`src/rtl/multdiv_ctrl.sv`:
```
// Sequencer between the execute stage and the shared multiply/divide unit:
// latches one instruction, pulses start, stalls until ready, writes back once.
module multdiv_ctrl #(
    parameter int          TIMEOUT       = 64,
    parameter logic [4:0]  EXC_REG       = 5'd30,
    parameter logic [31:0] MULT_EXC_CODE = 32'd4,
    parameter logic [31:0] DIV_EXC_CODE  = 32'd5
) (
    input  logic        clock,
    input  logic        reset_n,

    input  logic        issue_valid,
    input  logic        issue_is_div,
    input  logic [31:0] issue_a,
    input  logic [31:0] issue_b,
    input  logic [4:0]  issue_rd,
    input  logic        flush,

    output logic [31:0] md_operandA,
    output logic [31:0] md_operandB,
    output logic        md_ctrl_MULT,
    output logic        md_ctrl_DIV,
    input  logic [31:0] md_result,
    input  logic        md_exception,
    input  logic        md_resultRDY,

    output logic        stall,
    output logic        busy,
    output logic        wb_valid,
    output logic [4:0]  wb_rd,
    output logic [31:0] wb_data,
    output logic        wb_exception
);

    localparam logic [1:0] S_IDLE  = 2'd0;
    localparam logic [1:0] S_START = 2'd1;
    localparam logic [1:0] S_BUSY  = 2'd2;
    localparam logic [1:0] S_DONE  = 2'd3;

    localparam int CNT_W = $clog2(TIMEOUT) + 1;
    localparam logic [CNT_W-1:0] CNT_LAST = CNT_W'(TIMEOUT - 1);

    logic [1:0]       state;
    logic [31:0]      a_q;
    logic [31:0]      b_q;
    logic             is_div_q;
    logic [4:0]       rd_q;
    logic [31:0]      result_q;
    logic             exc_q;
    logic [CNT_W-1:0] count;

    // A flush anywhere past IDLE abandons the run; the unit is restarted by the next start pulse.
    always_ff @(posedge clock or negedge reset_n) begin
        if (!reset_n) begin
            state    <= S_IDLE;
            a_q      <= '0;
            b_q      <= '0;
            is_div_q <= 1'b0;
            rd_q     <= '0;
            result_q <= '0;
            exc_q    <= 1'b0;
            count    <= '0;
        end else begin
            case (state)
                S_IDLE: begin
                    if (issue_valid && !flush) begin
                        a_q      <= issue_a;
                        b_q      <= issue_b;
                        is_div_q <= issue_is_div;
                        rd_q     <= issue_rd;
                        state    <= S_START;
                    end
                end
                S_START: begin
                    count <= '0;
                    state <= flush ? S_IDLE : S_BUSY;
                end
                S_BUSY: begin
                    if (flush) begin
                        state <= S_IDLE;
                    end else begin
                        count <= count + CNT_W'(1);
                        if (md_resultRDY) begin
                            result_q <= md_result;
                            exc_q    <= md_exception;
                            state    <= S_DONE;
                        end else if (count == CNT_LAST) begin
                            exc_q <= 1'b1;
                            state <= S_DONE;
                        end
                    end
                end
                default: begin
                    state <= S_IDLE;
                end
            endcase
        end
    end

    // The IDLE stall path is gated by reset so every output reads 0 while reset is held.
    always_comb begin
        md_operandA  = a_q;
        md_operandB  = b_q;
        md_ctrl_MULT = (state == S_START) && !is_div_q;
        md_ctrl_DIV  = (state == S_START) && is_div_q;
        busy         = (state != S_IDLE);
        stall        = 1'b0;
        case (state)
            S_IDLE:  stall = reset_n && issue_valid && !flush;
            S_START: stall = 1'b1;
            S_BUSY:  stall = 1'b1;
            default: stall = 1'b0;
        endcase
    end

    always_comb begin
        wb_valid     = (state == S_DONE) && !flush;
        wb_rd        = '0;
        wb_data      = '0;
        wb_exception = 1'b0;
        if (wb_valid) begin
            if (exc_q) begin
                wb_rd        = EXC_REG;
                wb_data      = is_div_q ? DIV_EXC_CODE : MULT_EXC_CODE;
                wb_exception = 1'b1;
            end else begin
                wb_rd        = rd_q;
                wb_data      = result_q;
            end
        end
    end

endmodule

```
`config.mk`:
```
export PLATFORM = sky130hd
export DESIGN_NAME = multdiv_ctrl
export DESIGN_NICKNAME = d
export VERILOG_FILES = /design/src/rtl/multdiv_ctrl.sv
export SDC_FILE = /design/constraint.sdc
export NUM_CORES = 1
export LEC_CHECK = 0
export CAP_MARGIN = 20
export CORE_MARGIN = 2
export CORE_UTILIZATION = 40
export CTS_CLUSTER_DIAMETER = 60
export DETAILED_ROUTE_END_ITERATION = 7
export PLACE_DENSITY = 0.9
export SETUP_SLACK_MARGIN = 0.2
export SLEW_MARGIN = 20
export SYNTH_ARGS = -nofsm -noshare
export SYNTH_HDL_FRONTEND = slang
export SYNTH_SLANG_ARGS = --single-unit
```
`constraint.sdc`:
```
create_clock -name clock -period 3.79 [get_ports clock]
set_input_delay 0.758 -clock clock [delete_from_list [all_inputs] [get_ports clock]]
set_output_delay 0.758 -clock clock [all_outputs]
set_load 0.1 [all_outputs]
```
==> implementation parameters, run 1 <==
Parameter                              Value

Run status
  Run status    finished with violations
  Failing checks    DRC

Synthesis
  Post-Synthesis Mean Instance Area    9.82 um2
  Cell types with the largest area share after synthesis    dfrtp_1 59%, nand2_1 17%, mux2_2 7.8%
  Post-Syn Instances    483
  Proportion of netlist area held by the largest area contributor    0.591
  Number of library cell types mapped by synthesis    34
  Number of warnings issued by yosys    0
  Flops & latches, synth    112
  Synthesized net count    596
  Post-synth top area cell    dfrtp_1
  Seq/Total Area, Yosys    0.591
  Synth Cell Area    4740 um2

Clock tree
  Number of buffers created by CTS    9
  Cell at the root of the clock tree    clkbuf_16
  CTS resizes    0
  Clock transition at the registers of the reported paths    0.07 ns
  H-tree depth    3
  Worst-Skew Late Latency    0.34 ns
  Count of hold buffers inserted by post-cts repair    0
  Setup repair bufs after CTS    0
  Number of clock sinks seen by CTS    112
  Maximum root-to-sink buffer count    2
  Clock tree from TritonCTS    done

Job
  Max-Cap Viols    0

GRT
  Via count of the first global-routing pass    4225
  Number of antenna violations at the first check in global routing    0
  Total routing usage reported by global routing    0.209
  Largest net degree at the start of global routing    71
  Total global routing overflow    0
  Wire length of the first global-routing pass    21.0 mm

STA
  Setup violation total in the final timing report    0
  Slew Viols, Final    0
  Max Clk Rate    0.334 GHz
  Unrepaired setup endpoints after global routing    false
  Shortest clock period the worst path allows after layout    3.00 ns
  Relative max-transition margin    0.323
  Setup TNS    0 ns
  Share of the clock period used by the worst path after layout    0.790
  Clock skew    0.00517 ns
  Transition time at the pin with the least slew margin    1.01 ns
  Endpoints failing hold    0

Finish
  Number of antenna repair diodes    0
  Layout cell share with drive strength beyond 1    0.153
  Layout net count    802
  Filler-free cell count of the finished design    837
  Most common library cell in the layout ignoring fill and taps    nand2_1
  Area Growth Syn to Fin    62.3%
  Most frequent cells in the layout    219 x nand2_1, 170 x clkdlybuf4s50_1, 112 x dfrtp_1
  Final std cell area, no fill    7690 um2

Placed design
  Placed instance count    821
  Half-perimeter wire length after placement    9.42 mm
  Post-Place Cell Area    7360 um2
  Placer Congestion    0.820
  Number of I/O port buffers    214

Critical path
  Worst R2R Start    state[0]
  Cell chain of the critical path    clkdlybuf4s50_1 > nand2b_1 > nor2_4 > and2_1 > buf_12
  Max Fanout on Critical Path    31
  Startpoint types    input pin
  Type of destination of the critical path    output pin
  Setup crit start    flush
  Stage delay of the slowest cell on the critical path    0.41 ns
  Data arrival at the endpoint of the critical path    2.24 ns
  Kind of cell adding the most delay to the critical path    simple AND/OR/NAND/NOR gates
  Sum of buffers and inverters on the critical path    2
  Slowest stage cell on the critical path    clkdlybuf4s50_1
  Required time at the endpoint of the critical path    3.03 ns
  Crit Path Class    input pin to output pin

Min path
  Hold path startpoint    md_operandB[27]
  Class of the worst hold path    flop to flop

Drt
  Vias/cell    4.71
  Remaining routing DRC violations    15
  Count of vias placed by the detailed router    3944
  Detail-routed net length per standard cell    15.3 um
  Total wirelength of the detailed-routed design    12.8 mm
  Number of routed nets with antenna violations    0
  First-pass iteration count of the detailed router    7
  Violation count after the first detailed-routing iteration    178

Floorplanning
  Die width    113 um
  Die Footprint    12700 um2
  Die Y    113 um
  Placement row count    39
  I/O Pins    215
  Starting density of the core    0.412
  Core ar.    11500 um2
worst register-to-register path, delay by kind of cell (launching register included):
kind / cells / cell delay, ns
adder cells (fa/ha/maj): 1 / 0.27
multiplexers: 1 / 0.44
flip-flops: 1 / 0.38
buffers and inverters: 1 / 0.08
AND/OR/NAND/NOR: 2 / 0.75
synthesized netlist by cell type, drive strengths merged:
cell type    n
nand2      220
dfrtp      112
mux2        33
and2        32
nor2        16
buf         13
clkbuf      12
inv          8
ha           5
o22ai        4
mux2i        3
nor2b        3
o21ai        3
xor2         3
nand3        2
nand4        2
nor3         2
a21oi        1
a31oi        1
and3b        1
nand2b       1
nand3b       1
o211ai       1
o21bai       1
o41ai        1
or3          1
xnor2        1
path summary, 6_finish.rpt:
kind | slack (ns) | to | depth (start not counted)
worst max-delay path | 0.79 | wb_data[3] | 5
worst min-delay path | 0.48 | md_operandB[27] | 2
worst max register to register | 1.76 | result_q[6] | 5
worst min register to register | 0.48 | md_operandB[27] | 2
max in group asynchronous | 2.01 | result_q[27] | 3
min in group asynchronous | 0.53 | is_div_q | 2
layout make-up:
| class | count | area, um2 |
|---|---|---|
| clock buffers | 10 | 239 |
| clock inverters | 6 | 92.6 |
| fillers | 867 | 3820 |
| inverters | 8 | 30.0 |
| multi-input cells | 338 | 1770 |
| flip-flops and latches | 112 | 2800 |
| well taps | 143 | 179 |
| repair buffers | 220 | 2580 |
per-stage QoR:
step / utilization / setup slack (ns) / hold slack [ns]
global placement: 0.639 / 0.828 / 0.455
finish: 0.668 / 0.795 / 0.478
floorplan: - / 0.452 / 0.437
global route: 0.668 / 0.692 / 0.493
detailed placement: 0.639 / 0.792 / 0.461
CTS: 0.668 / 0.787 / 0.479
kinds of logic after synthesis:
family / synth area share
and+or+nand+nor: 0.251
DFF: 0.591
muxes: 0.0847
buffers and inverters: 0.0348
AOI/OAI and AO/OA: 0.0174
adders and majority gates: 0.0132
xor gates and xnor gates: 0.00739
sequential cells by signal, summed over array words and instances, names as in the netlist:
| signal | count |
|---|---|
| result_q | 32 |
| state | 2 |
| md_operandA | 32 |
| md_operandB | 32 |
| rd_q | 5 |
| count | 7 |
| is_div_q | 1 |
| exc_q | 1 |
per-layer routing:
metal  share of wire  GRT usage  vias to the layer above  routed length, um
met2            0.53      0.380                      160               6750
met4           0.012     0.0797                        0                155
li1                -          -                     1917                  -
met1            0.38      0.237                     1856               4840
met5               0          0                        -                  0
met3           0.084     0.0509                       11               1070
Power of run 1 is left out: the tool's default activity adds up to more than one toggle a clock period on the data nets, which glitch-free logic cannot reach.
==> inputs of run 2 (changes only) <==
- CORE_UTILIZATION: 40 -> 38
- PLACE_DENSITY: 0.9 -> 0.89
- clock period: 3.79 -> 2.65 ns (I/O delays scaled with it)
==> implementation parameters, run 2 (synthesis gave the netlist of run 1 again) <==
Parameter                              Value

Critical path
  Startpoint types    input pin
  Number of gates on the worst path with buffers counted    6 (+1)
  Kind of cell adding the most delay to the critical path    buffers and inverters
  Type of destination of the critical path    output pin
  Data arrival at the endpoint of the critical path    1.81 ns (-0.43 ns)
  Most frequent CP cell    buf_12
  Capturing point of the worst reg2reg path    state[1]
  Worst reg2reg path depth    5 (unchanged)
  Stage delay of the slowest cell on the critical path    0.41 ns (about the same)
  Reg-to-reg slack, setup    0.60 ns (-1.16 ns)
  Worst R2R Start    state[0]
  Cell chain of the critical path    clkdlybuf4s50_1 > nand2b_1 > nor2_4 > buf_12 > and2_1 > buf_12
  Sum of buffers and inverters on the critical path    3 (+1)
  Required time at the endpoint of the critical path    2.12 ns (-0.91 ns)
  Slowest stage cell on the critical path    clkdlybuf4s50_1
  Crit Path Class    input pin to output pin
  Max Fanout on Critical Path    31 (unchanged)

Drt
  Detail-routed net length per standard cell    14.1 um (-7.6%)
  First-pass iteration count of the detailed router    4 (-3)
  Remaining routing DRC violations    0 (-15)
  Violation count after the first detailed-routing iteration    178 (unchanged)
  Vias/cell    4.58 (-2.7%)
  Number of routed nets with antenna violations    0 (unchanged)
  Total wirelength of the detailed-routed design    12.2 mm (-4.6%)
  Count of vias placed by the detailed router    3960 (+0.41%)

Finish
  Most common library cell in the layout ignoring fill and taps    nand2_1
  Area Growth Syn to Fin    61.1%
  Layout net count    804 (+0.25%)
  Most frequent cells in the layout    219 x nand2_1, 112 x dfrtp_1, 106 x clkdlybuf4s50_1
  Layout cell share with drive strength beyond 1    0.293 (+0.140)
  Final Util    0.631 (-0.0374)
  Final std cell area, no fill    7640 um2 (-0.72%)
  Number of antenna repair diodes    0 (unchanged)

STA
  Setup violation total in the final timing report    0 (unchanged)
  Shortest clock period the worst path allows after layout    2.34 ns
  Unrepaired setup endpoints after global routing    false
  Share of the clock period used by the worst path after layout    0.883
  Worst Setup Slack, final    0.310 ns (-0.485 ns)
  Transition time at the pin with the least slew margin    0.686 ns (-0.326 ns)
  Max Clk Rate    0.427 GHz
  Slew Viols, Final    0 (unchanged)
  Clock skew    0.0110 ns (+0.00583 ns)
  Endpoints failing hold    0 (unchanged)
  Relative max-transition margin    0.543 (+0.219)

Clock tree
  Clock tree from TritonCTS    done
  Number of clock sinks seen by CTS    112 (unchanged)
  Worst-Skew Late Latency    0.34 ns (about the same)
  Maximum root-to-sink buffer count    2 (unchanged)
  Cell at the root of the clock tree    clkbuf_16
  H-tree depth    3 (unchanged)
  Count of hold buffers inserted by post-cts repair    0 (unchanged)
  Number of buffers created by CTS    9 (unchanged)
  Clock transition at the registers of the reported paths    0.07 ns (about the same)
  Setup repair bufs after CTS    0 (unchanged)
  CTS resizes    0 (unchanged)

Placed design
  Post-Place Cell Area    7330 um2 (-0.46%)
  Half-perimeter wire length after placement    9.28 mm (-1.5%)
  Placer Congestion    0.755 (-7.8%)
  Pre-CTS WS    0.295 ns (-0.496 ns)
  Number of I/O port buffers    214 (unchanged)

Run status
  Run status    complete, no violations

GRT
  Number of antenna violations at the first check in global routing    0 (unchanged)
  Wire length of the first global-routing pass    19.9 mm (-5.4%)
  Total routing usage reported by global routing    0.189 (-0.0197)
  Total global routing overflow    0 (unchanged)
  Largest net degree at the start of global routing    71 (unchanged)
  Via count of the first global-routing pass    4092 (-3.1%)

Floorplanning
  Placement row count    40 (+2.6%)
  Die Footprint    13400 um2 (+5.1%)
  Starting density of the core    0.392 (-0.0202)
  Core ar.    12100 um2 (+5.2%)
  Die width    116 um (+2.5%)
  I/O Pins    215 (unchanged)
  Die Y    116 um (+2.5%)

Job
  Max-Cap Viols    0 (unchanged)

Min path
  Class of the worst hold path    input pin to asynchronous set/reset pin
[run 2: cell count changes in the layout (fill, tap and decap cells not counted), sizes merged]
| cell | before | now |
|---|---|---|
| clkinvlp | 2 | 1 |
| buf | 50 | 116 |
| clkbuf | 10 | 12 |
| clkinv | 2 | 1 |
| inv | 8 | 9 |
| bufinv | 2 | 1 |
| clkdlybuf4s50 | 170 | 106 |
[run 2: layer usage]
| layer | vias up | track usage | share of wire |
|---|---|---|---|
| li1 | 1919 | - | - |
| met1 | 1871 | 0.241 | 0.43 |
| met2 | 154 | 0.325 | 0.50 |
| met3 | 16 | 0.0319 | 0.056 |
| met4 | 0 | 0.0698 | 0.016 |
| met5 | - | 0 | 0 |
[run 2: worst max-delay path by stage]
stage | slack (ns) | endpoint | start
after global routing | 0.23 | wb_data[31] | state[1]
after global placement | 0.32 | stall | flush
after detailed placement | 0.30 | wb_data[31] | flush
final | 0.31 | wb_data[31] | flush
after floorplan | -0.10 | wb_data[0] | flush
after CTS | 0.28 | wb_data[31] | state[1]
[run 2: cell type report]
class	count	area (um2)
Timing Repair Buffer	222	2470
Clock inverter	4	51.3
Inverter	8	30.0
Sequential cell	112	2800
Fill cell	964	4470
Clock buffer	12	256
Tap cell	168	210
Multi-Input combinational cell	338	1820
[run 2: per-stage QoR]
| step | hold slack [ns] | setup TNS, ns | std cells |
|---|---|---|---|
| after global routing | 0.105 | 0 | 864 |
| after floorplan | 0.234 | -0.706 | 483 |
| after CTS | 0.0929 | 0 | 864 |
| final | 0.0945 | 0 | 864 |
| after detailed placement | 0.465 | 0 | 848 |
| after global placement | 0.459 | 0 | 848 |
Power of run 2 is left out for the same reason.
==> inputs of run 3 (changes only) <==
- MAX_ROUTING_LAYER: not set -> met4
- SKIP_LAST_GASP: not set -> 1
- SLEW_MARGIN: 20 -> 15
==> implementation parameters, run 3 (synthesis gave the netlist of run 1 again) <==
Parameter                              Value

STA
  Shortest clock period the worst path allows after layout    2.34 ns (+0.000283 ns)
  Clock skew    0.0126 ns (+0.00165 ns)
  Setup violation total in the final timing report    0 (unchanged)
  Slew Viols, Final    0 (unchanged)
  Setup TNS    0 ns (unchanged)
  Max Clk Rate    0.427 GHz (about the same)
  Endpoints failing hold    0 (unchanged)
  Unrepaired setup endpoints after global routing    false
  Transition time at the pin with the least slew margin    0.693 ns (+0.00689 ns)
  Relative max-transition margin    0.538 (-0.00459)
  Worst Setup Slack, final    0.310 ns (-0.000283 ns)
  Share of the clock period used by the worst path after layout    0.883 (about the same)

Placed design
  Half-perimeter wire length after placement    9.28 mm (unchanged)
  Placer Congestion    0.765 (+1.3%)
  Pre-CTS WS    0.295 ns (unchanged)
  Number of I/O port buffers    214 (unchanged)
  Placed instance count    848 (unchanged)

GRT
  Number of antenna violations at the first check in global routing    0 (unchanged)
  Total routing usage reported by global routing    0.195 (+0.00565)
  Total global routing overflow    0 (unchanged)
  Via count of the first global-routing pass    4090 (-0.049%)
  Largest net degree at the start of global routing    71 (unchanged)
  Wire length of the first global-routing pass    19.9 mm (about the same)

Job
  Max-Cap Viols    0 (unchanged)

Finish
  Area Growth Syn to Fin    61.1% (unchanged)
  Layout net count    804 (unchanged)
  Filler-free cell count of the finished design    864 (unchanged)
  Most frequent cells in the layout    219 x nand2_1, 112 x dfrtp_1, 106 x clkdlybuf4s50_1
  Most common library cell in the layout ignoring fill and taps    nand2_1
  Count of fill cells added during filler insertion    964 (unchanged)
  Layout cell share with drive strength beyond 1    0.293 (unchanged)
  Number of antenna repair diodes    0 (unchanged)

Clock tree
  Cell at the root of the clock tree    clkbuf_16
  Number of buffers created by CTS    9 (unchanged)
  Clock tree from TritonCTS    done
  H-tree depth    3 (unchanged)
  Setup repair bufs after CTS    0 (unchanged)
  CTS resizes    0 (unchanged)
  Maximum root-to-sink buffer count    2 (unchanged)
  Clock transition at the registers of the reported paths    0.08 ns (about the same)
  Worst-Skew Late Latency    0.34 ns (about the same)
  Number of clock sinks seen by CTS    112 (unchanged)
  Count of hold buffers inserted by post-cts repair    0 (unchanged)

Drt
  Remaining routing DRC violations    0 (unchanged)
  First-pass iteration count of the detailed router    4 (unchanged)
  Count of vias placed by the detailed router    3993 (+0.83%)
  Number of routed nets with antenna violations    0 (unchanged)
  Violation count after the first detailed-routing iteration    177 (-0.56%)
  Vias/cell    4.62 (+0.83%)
  Detail-routed net length per standard cell    14.2 um (+0.29%)
  Total wirelength of the detailed-routed design    12.3 mm (+0.29%)

Critical path
  Data arrival at the endpoint of the critical path    1.81 ns (about the same)
  Worst reg2reg path depth    5 (unchanged)
  Setup crit start    flush
  Type of destination of the critical path    output pin
  Max Fanout on Critical Path    31 (unchanged)
  Required time at the endpoint of the critical path    2.12 ns (about the same)
  Worst R2R Start    state[0]
  Crit Path Class    input pin to output pin
  Startpoint types    input pin

Floorplanning
  Placement row count    40 (unchanged)
  Starting density of the core    0.392 (unchanged)
  Die Footprint    13400 um2 (unchanged)
  Die width    116 um (unchanged)
  Die Y    116 um (unchanged)
  I/O Pins    215 (unchanged)
  Core ar.    12100 um2 (unchanged)

Run status
  Run status    complete, no violations

Min path
  Class of the worst hold path    input pin to asynchronous set/reset pin
run 3: cell counts in the layout (fill, tap and decap cells not counted):
No cell type changed its count.
run 3: path summary, 6_finish.rpt:
kind                       slack [ns]              end
min reg2reg                      0.48          rd_q[1]
max in group asynchronous        1.67  md_operandB[24]
min                              0.09     result_q[26]
max                              0.31      wb_data[31]
max reg2reg                      0.59         state[1]
min in group clock               0.48          rd_q[1]
run 3: per-stage QoR:
step	hold WS [ns]	util	instance area [um2]
after global routing	0.105	0.631	7640
after detailed placement	0.465	0.605	7330
after CTS	0.0929	0.631	7640
final	0.0926	0.631	7640
after global placement	0.459	0.605	7330
after floorplan	0.234	-	4780
run 3: worst max-delay path, stage by stage:
cell and delay, ns:
clkdlybuf4s50_1 0.41, nand2b_1 0.20, nor2_4 0.12, buf_12 0.16
and2_1 0.19, buf_12 0.18
run 3: area by class of cell:
cell class	count	area, um2	share of cell area
Clock inverter	4	51.3	0.00671
Multi-Input combinational cell	338	1820	0.238
Inverter	8	30.0	0.00393
Sequential cell	112	2800	0.367
Timing Repair Buffer	222	2470	0.323
Tap cell	168	210	0.0275
Clock buffer	12	256	0.0336
run 3: routing by layer:
| metal | wire, um | share of wire | global-route usage | vias to the layer above |
|---|---|---|---|---|
| met5 | 0 | 0 | - | - |
| met1 | 5270 | 0.43 | 0.244 | 1878 |
| li1 | - | - | - | 1919 |
| met2 | 6090 | 0.50 | 0.325 | 178 |
| met4 | 204 | 0.017 | 0.0698 | 0 |
| met3 | 701 | 0.057 | 0.0267 | 18 |
Power of run 3 is left out for the same reason.
